## config.mk

```make
export PLATFORM = sky130hd
export DESIGN_NAME = popcount_sched
export DESIGN_NICKNAME = d
export VERILOG_FILES = /design/src/rtl/popcount_sched.sv
export SDC_FILE = /design/constraint.sdc
export NUM_CORES = 1
export LEC_CHECK = 0
export ABC_CLOCK_PERIOD_IN_PS = 1700
export BUFFER_PORTS_ARGS = -buffer_cell sky130_fd_sc_hd__buf_2
export CAP_MARGIN = 20
export CORE_AREA = 2 2 75 48
export DETAILED_ROUTE_END_ITERATION = 6
export DIE_AREA = 0 0 77 50
export GPL_ROUTABILITY_DRIVEN = 0
export GPL_TIMING_DRIVEN = 0
export PLACE_DENSITY = 0.74
export SLEW_MARGIN = 40
export SYNTH_ARGS = -nofsm -noshare
export SYNTH_HDL_FRONTEND = slang
export SYNTH_SLANG_ARGS = --single-unit
```

## constraint.sdc

```tcl
create_clock -name clk -period 1.7 [get_ports clk]
set_input_delay 0.085 -clock clk [delete_from_list [all_inputs] [get_ports clk]]
set_output_delay 0.085 -clock clk [all_outputs]
set_load 0.02 [all_outputs]
```

## src/rtl/popcount_sched.sv

```systemverilog
// Round-robin scheduler sharing one bit-serial ones counter among N_REQ requesters.
// Each granted operand is tested and shifted one bit at a time until it is zero.
module popcount_sched #(
  parameter int N_REQ = 4,
  parameter int WIDTH = 8,
  localparam int IW = $clog2(N_REQ),
  localparam int CW = $clog2(WIDTH + 1)
) (
  input  logic                   clk,
  input  logic                   rst,
  input  logic [N_REQ-1:0]       req,
  input  logic [N_REQ*WIDTH-1:0] operand,
  output logic [N_REQ-1:0]       ack,
  output logic                   res_valid,
  output logic [IW-1:0]          res_id,
  output logic [CW-1:0]          res_count,
  input  logic                   res_ready,
  output logic                   busy
);

  typedef enum logic [2:0] {
    IDLE   = 3'd0,
    TEST   = 3'd1,
    INC    = 3'd2,
    SHIFT  = 3'd3,
    OUTPUT = 3'd4
  } state_t;

  localparam logic [N_REQ-1:0] ACK_ONE = {{(N_REQ-1){1'b0}}, 1'b1};

  state_t             state_q, state_d;
  logic [WIDTH-1:0]   a_q;
  logic [CW-1:0]      cnt_q;
  logic [IW-1:0]      id_q;
  logic [IW-1:0]      ptr_q;
  logic [IW-1:0]      cand;
  logic [IW-1:0]      win_idx;
  logic               win_found;
  logic               grant;

  // Scan from PTR upward; IW-bit addition wraps modulo N_REQ for free.
  always_comb begin
    win_found = 1'b0;
    win_idx   = '0;
    cand      = '0;
    for (int i = 0; i < N_REQ; i++) begin
      cand = ptr_q + IW'(i);
      if (!win_found && req[cand]) begin
        win_found = 1'b1;
        win_idx   = cand;
      end
    end
  end

  always_comb begin
    state_d = state_q;
    grant   = 1'b0;
    case (state_q)
      IDLE: begin
        if (win_found) begin
          grant   = 1'b1;
          state_d = TEST;
        end
      end
      TEST: begin
        if (a_q == '0)  state_d = OUTPUT;
        else if (a_q[0]) state_d = INC;
        else             state_d = SHIFT;
      end
      INC:    state_d = SHIFT;
      SHIFT:  state_d = TEST;
      OUTPUT: if (res_ready) state_d = IDLE;
      default: state_d = IDLE;
    endcase
  end

  always_ff @(posedge clk) begin
    if (rst) begin
      state_q <= IDLE;
      a_q     <= '0;
      cnt_q   <= '0;
      id_q    <= '0;
      ptr_q   <= '0;
    end else begin
      state_q <= state_d;
      case (state_q)
        IDLE: begin
          if (grant) begin
            a_q   <= operand[int'(win_idx)*WIDTH +: WIDTH];
            cnt_q <= '0;
            id_q  <= win_idx;
          end
        end
        INC:    cnt_q <= cnt_q + CW'(1);
        SHIFT:  a_q   <= a_q >> 1;
        OUTPUT: if (res_ready) ptr_q <= id_q + IW'(1);
        default: ;
      endcase
    end
  end

  // Outputs are forced low during reset so the reset cycle itself is quiet.
  assign ack       = (grant && !rst) ? (ACK_ONE << win_idx) : '0;
  assign res_valid = !rst && (state_q == OUTPUT);
  assign res_id    = res_valid ? id_q : '0;
  assign res_count = res_valid ? cnt_q : '0;
  assign busy      = !rst && (state_q != IDLE);

endmodule

```

Yosys cells after proc, flatten, opt, wreduce, memory -nomap -nowiden. Index checks and enable logic that the tools add are counted.

Reduce and logical (&&, ||, !) cells: 20. Add/subtract/negate cells: 5. $lt $le $gt $ge: 4. Shift-type cells: 2. Equal/unequal tests: 7. Multiplexer cells: 30.

Operators by type and width (number): 32-bit by 6-bit variable part select with 8-bit output (1); 8-bit case mux with 2 select lines (1); 3-bit case mux with 5 select lines (1); 2-bit by 3-bit < comparator with 1-bit output (second input constant) (4); 4-bit two-way mux (3); 1-bit two-way mux (11); 2-bit two-way mux (5); 2-bit AND reduction (5); 3-bit two-way mux (3); 1-bit binary-select mux with 2-bit select (4); 8-bit zero test (1); 8-bit two-way mux (1); 4-bit case mux with 2 select lines (1); 3-bit by 2-bit == test with 1-bit output (second input constant) (2); 1-bit logical AND (6); 2-bit inequality test (second input constant) (3); 2-bit by 1-bit adder with 2-bit output (second input constant) (2); 2-bit adder (second input constant) (2); 4-bit by 1-bit adder with 4-bit output (second input constant) (1); 1-bit zero test (4); 2-bit nonzero test (2); 1-bit by 2-bit left shift with 4-bit output (first input constant) (1); 3-bit by 1-bit == test with 1-bit output (second input constant) (1); 3-bit == test (second input constant) (1); 2 further kinds (2).

Register bits: 19. Word-level logic and storage cells: 73. Bits of input ports: 39.

Longest topological paths before layout.
Depth in word-level cells: 16. Depth in mapped cells: 6. Mapped depth without buffers: 5.

Worst setup path before layout. No wires, ideal clock.

Path type: reg-to-reg. From: register ptr_q[1]. To: register a_q[5]. Cell stages (with the launch flop): 6. Period minus slack after synthesis: 1.633 ns. Path slack: 0.067 ns. Data required time: 1.579 ns. Arrival time: 1.513 ns. Path through: dfxtp_1 -> mux2i_1 -> o221ai_2 -> a2111oi_1 -> o221a_1 -> nor2_1.

Word-level cells in the longest chain between the ends: 16. Elaborated cells between the ends (all ways): 32. Classes of those cells: 3 x add/sub; 1 x eq/ne; 1 x shift; 20 x mux; 7 x reduce/logical.

Ends and longest elaborated chain: start: declaration (line 35) `logic [IW-1:0] ptr_q;`; start signal: assignment (line 96) `OUTPUT: if (res_ready) ptr_q <= id_q + IW'(1);`; branches (longest 16 deep; another with 2-bit by 1-bit adder with 2-bit output); end signal: assignment (line 89) `a_q <= operand[int'(win_idx)*WIDTH +: WIDTH];`; end signal: assignment (line 95) `SHIFT: a_q <= a_q >> 1;`; end: declaration (line 32) `logic [WIDTH-1:0] a_q;`.

Parallel ways; which one is timed is not known. The select of a mux whose other input is x is not followed. A chain may end at the register's enable or synchronous reset.

Worst setup path in the final report.
From: register ptr_q[1]. To: register a_q[4].

Same word-level chain as after synthesis.

==> metrics.md <==
| Metric | Value |
|---|---|
| Area Growth Syn to Fin | 48.69% |
| Met3 usage | 3.846% |
| Netlist Area Pre-Place | around 1300 um^2 |
| Most common cell after layout, fill and taps aside | sky130_fd_sc_hd__buf_2 |
| Worst clock skew on the final layout | 0.005165 ns |
| Violated checks | negative setup slack |
| CP max-delay cell | sky130_fd_sc_hd__dfxtp_4 |
| Worst-margin pin slew | between 0.5 and 0.6 ns |
| Relative slew slack | about three fifths |
| Library cell occupying the most area in the post-synthesis netlist | sky130_fd_sc_hd__dfxtp_1 |
| Number of vias after detailed routing | between 1000 and 1500 |
| Buffering stage count on the worst path with inverters included | 2 |
| Effective utilization at floorplan | 42.17% |
| Buffers added on ports | 50 |
| Crit path max fanout | 7 |
| Worst endpoint required time | around 1.8 ns |
| Final max-slew violation count | 0 |
| GRT busiest layer | met2 |
| Top library cells by usage in the layout, fill and taps aside | 48 x sky130_fd_sc_hd__buf_2, 17 x sky130_fd_sc_hd__mux2i_1, 16 x sky130_fd_sc_hd__buf_4, 16 x sky130_fd_sc_hd__dfxtp_1, 12 x sky130_fd_sc_hd__nor2_1 |
| Mean Syn Cell Area | approximately 8.5 um^2 |
| CTS Hold Bufs | 0 |
| Worst Setup Path Type | register to register |
| #FFs+latches synth | 19 |
| Setup violators final | 1 |
| Die outline area | around 3900 um^2 |
| Synthesized Nets | just under 200 |
| Drc violations | 0 |
| Placed standard-cell area | 1640 um^2 |
| Initial antenna violation count | 0 |
| Cell chain of the critical path | nand2_4, a221oi_4, nor2_4, buf_12, buf_4, mux2i_1, o221ai_1 |
| Maximum number of pins on one net before global-route repair | 11 |
| Met1 demand-to-capacity share in global routing | roughly a quarter |
| Fraction of the yosys area taken by sequential cells | around 29% |
| Number of inserted filler cells in the final layout | between 200 and 300 |
| Simple-gate area share of the yosys netlist | roughly 29% |
| Global-route track usage on met2 | between 20% and 30% |
| Post-route cell area | 1983 um^2 |
| Result of the run | complete, but fails checks |
| TritonCTS Sinks | 19 |
| Crit path DAT | approximately 1.8 ns |
| Number of rows created at floorplan | 16 |
| Worst stage delay on the critical path | roughly 0.42 ns |
| WL per Instance | 14.50 um |
| Post-Synth XOR/XNOR Area | under 10% |
| CTS tree | built |
| Biggest area contributors in the synthesized netlist | sky130_fd_sc_hd__dfxtp_1 29%, sky130_fd_sc_hd__mux2i_1 14%, sky130_fd_sc_hd__nor2_1 4.8%, sky130_fd_sc_hd__o221ai_1 3.9%, sky130_fd_sc_hd__nand2_1 3.7% |
| Number of buffers inserted during clock tree synthesis | 3 |
| Largest family of logic cells by synthesized area | simple AND/OR/NAND/NOR gates |
| Share of final-layout standard cells stronger than drive strength 1 | approximately 43% |
| Number of cells in the design after placement | around 250 |
| ANT nets after route | 0 |
| Multiplexer fraction of the synthesized cell area | between 10% and 20% |
| Final TNS setup | -0.003989 ns |
| Number of top-level pins | between 50 and 60 |
| Vias in the first global route | about 1200 |
| Capturing element type of the critical path | register |
| Clk_lat worst skew | 0.26 ns |
| Clock transition at the registers of the reported paths | roughly 0.070 ns |
| Standby leakage power | roughly 0.8 nW |
| Die width | a little under 80 um |
| Root buf cell | sky130_fd_sc_hd__clkbuf_8 |
| Tot GR Track Use | 18.34% |
| FF-to-FF path depth | 7 |
| Worst Setup Start Kind | register |
| Final worst path period share | 100.2% |
| Maxcap violations | 0 |
| Area share of the leading cell type in the synthesized netlist | 28.52% |
| Adder and majority gate portion of the synthesized area | less than 1% |
| Pre-Repair DR Iteration Count | 5 |
| Core region area | about 3200 um^2 |
| Number of gates on the worst path with buffers counted | 7 |
| Unrepaired setup endpoints after global routing | true |
| Yosys warnings | 0 |
| Flip-flop cell with the highest count after synthesis | sky130_fd_sc_hd__dfxtp_1 |
| Deepest clock path buffer count | 2 |
| First-pass GRT wire length | about 5700 um |
| Slack of the critical path | -0.003989 ns |
| Net count, final | between 200 and 300 |
| Compound-gate portion of the synthesized area | a little under a quarter |
| Cell area power density | ~1100 nW/um^2 |
| Synth Instances | ~160 |
| Maximum vdd drop | slightly below 500 uV |
| First DRT Iteration DRCs | 124 |
| Die height | 50 um |
| Fin crit period | approximately 1.7 ns |
| EDFF count, synth | 0 |
| Worst hold path depth | 3 |
| Vias per Instance | between 5 and 6 |
| Worst hold-check slack | around 0.13 ns |
| Final Hold Violating Endpoints | 0 |
| HPWL Detailed | ~2500 um |
| Diodes inserted | 0 |
| CTS H-Tree Depth | 1 |
| Synth async-reset ratio | 0% |
| Final WL | between 3000 and 4000 um |
| Crit path max-delay family | compound AO/OA/AOI/OAI gates |
| Total overflow reported by the global router | 0 |
| Final cell count without fillers | between 200 and 300 |
| Total power after layout | 2.227 mW |
| Hold WC Path Type | input port to register |
| Count of cell types in the netlist | 50 |
| Max Clk Rate | about 600 MHz |
-- cell type report --
cell class	count	area (um^2)	share of cell area [%]
inverter	4	15.01	0.7571
multi-input combinational	127	1041	52.49
tap	45	56.30	2.839
buffer	7	48.80	2.461
sequential	19	389.1	19.62
timing repair buffer	65	387.9	19.56
clock buffer	4	45.04	2.271
-- worst register-to-register path, cell delays in order, from the launching register on --
cell and delay, ns:
sky130_fd_sc_hd__dfxtp_4 0.42, sky130_fd_sc_hd__nand2_4 0.07, sky130_fd_sc_hd__a221oi_4 0.33, sky130_fd_sc_hd__nor2_4 0.10, sky130_fd_sc_hd__buf_12 0.15, sky130_fd_sc_hd__buf_4 0.16, sky130_fd_sc_hd__mux2i_1 0.19, sky130_fd_sc_hd__o221ai_1 0.16
-- cell usage after synthesis (all sizes together), types with 4 or more instances --
master	instances
nand2	13
nor3	7
a21o	6
and2	6
clkbuf	4
o221ai	7
inv	4
dfxtp	19
mux2i	18
nor2	18
nand3	9
-- flip-flops by register name, summed over array words and instances (netlist names) --
register and cells:
a_q 8, cnt_q 4, state_q 3, ptr_q 2
id_q 2
-- metal layers --
metal	wire length [um]	vias to the layer above
li1	-	737
met1	1871	667
met2	1756	64
met3	249	8
met4	52	0
met5	0	-
-- worst paths after layout --
path                    from  slack, ns       to
setup / recovery    ptr_q[1]     -0.004   a_q[4]
hold / removal    operand[3]       0.13   a_q[3]
setup reg to reg    ptr_q[1]     -0.004   a_q[4]
hold reg to reg      id_q[1]       0.49  id_q[1]
-- power breakdown --
part	leakage, nW	switching, mW	internal [mW]
sequential	0.157	0.120	0.564
combinational	0.636	0.664	0.557
clock	0.0228	0.156	0.167
total	0.816	0.939	1.29
-- timing repair --
| action | 4_1_cts | 5_1_grt |
|---|---|---|
| pin swaps | 4 | 11 |
| endpoints found under the setup margin | 17 | 11 |
| gates resized for setup | 16 | 28 |
| setup buffers | 5 | 10 |
| endpoints found under the hold margin | 0 | 0 |
-- cell families (layout without fill, tap and decap cells) --
kind of cell / Yosys count / count (layout)
buffers and inverters: 11 / 80
AO/OA/AOI/OAI: 36 / 36
XOR/XNOR: 2 / 2
AND/OR/NAND/NOR: 70 / 70
flip-flops: 19 / 19
adder cells (fa/ha/maj): 1 / 1
multiplexers: 18 / 18
-- metrics by stage --
stage / util (%) / setup WS (ns)
CTS: 56.88 / -0.004424
global route: 62.70 / -0.03857
floorplan: - / 0.06675
global placement: 51.86 / -0.1372
detailed placement: 51.86 / -0.1488
finish: 62.70 / -0.003989
No activity file was read; power rests on OpenSTA's default activity.
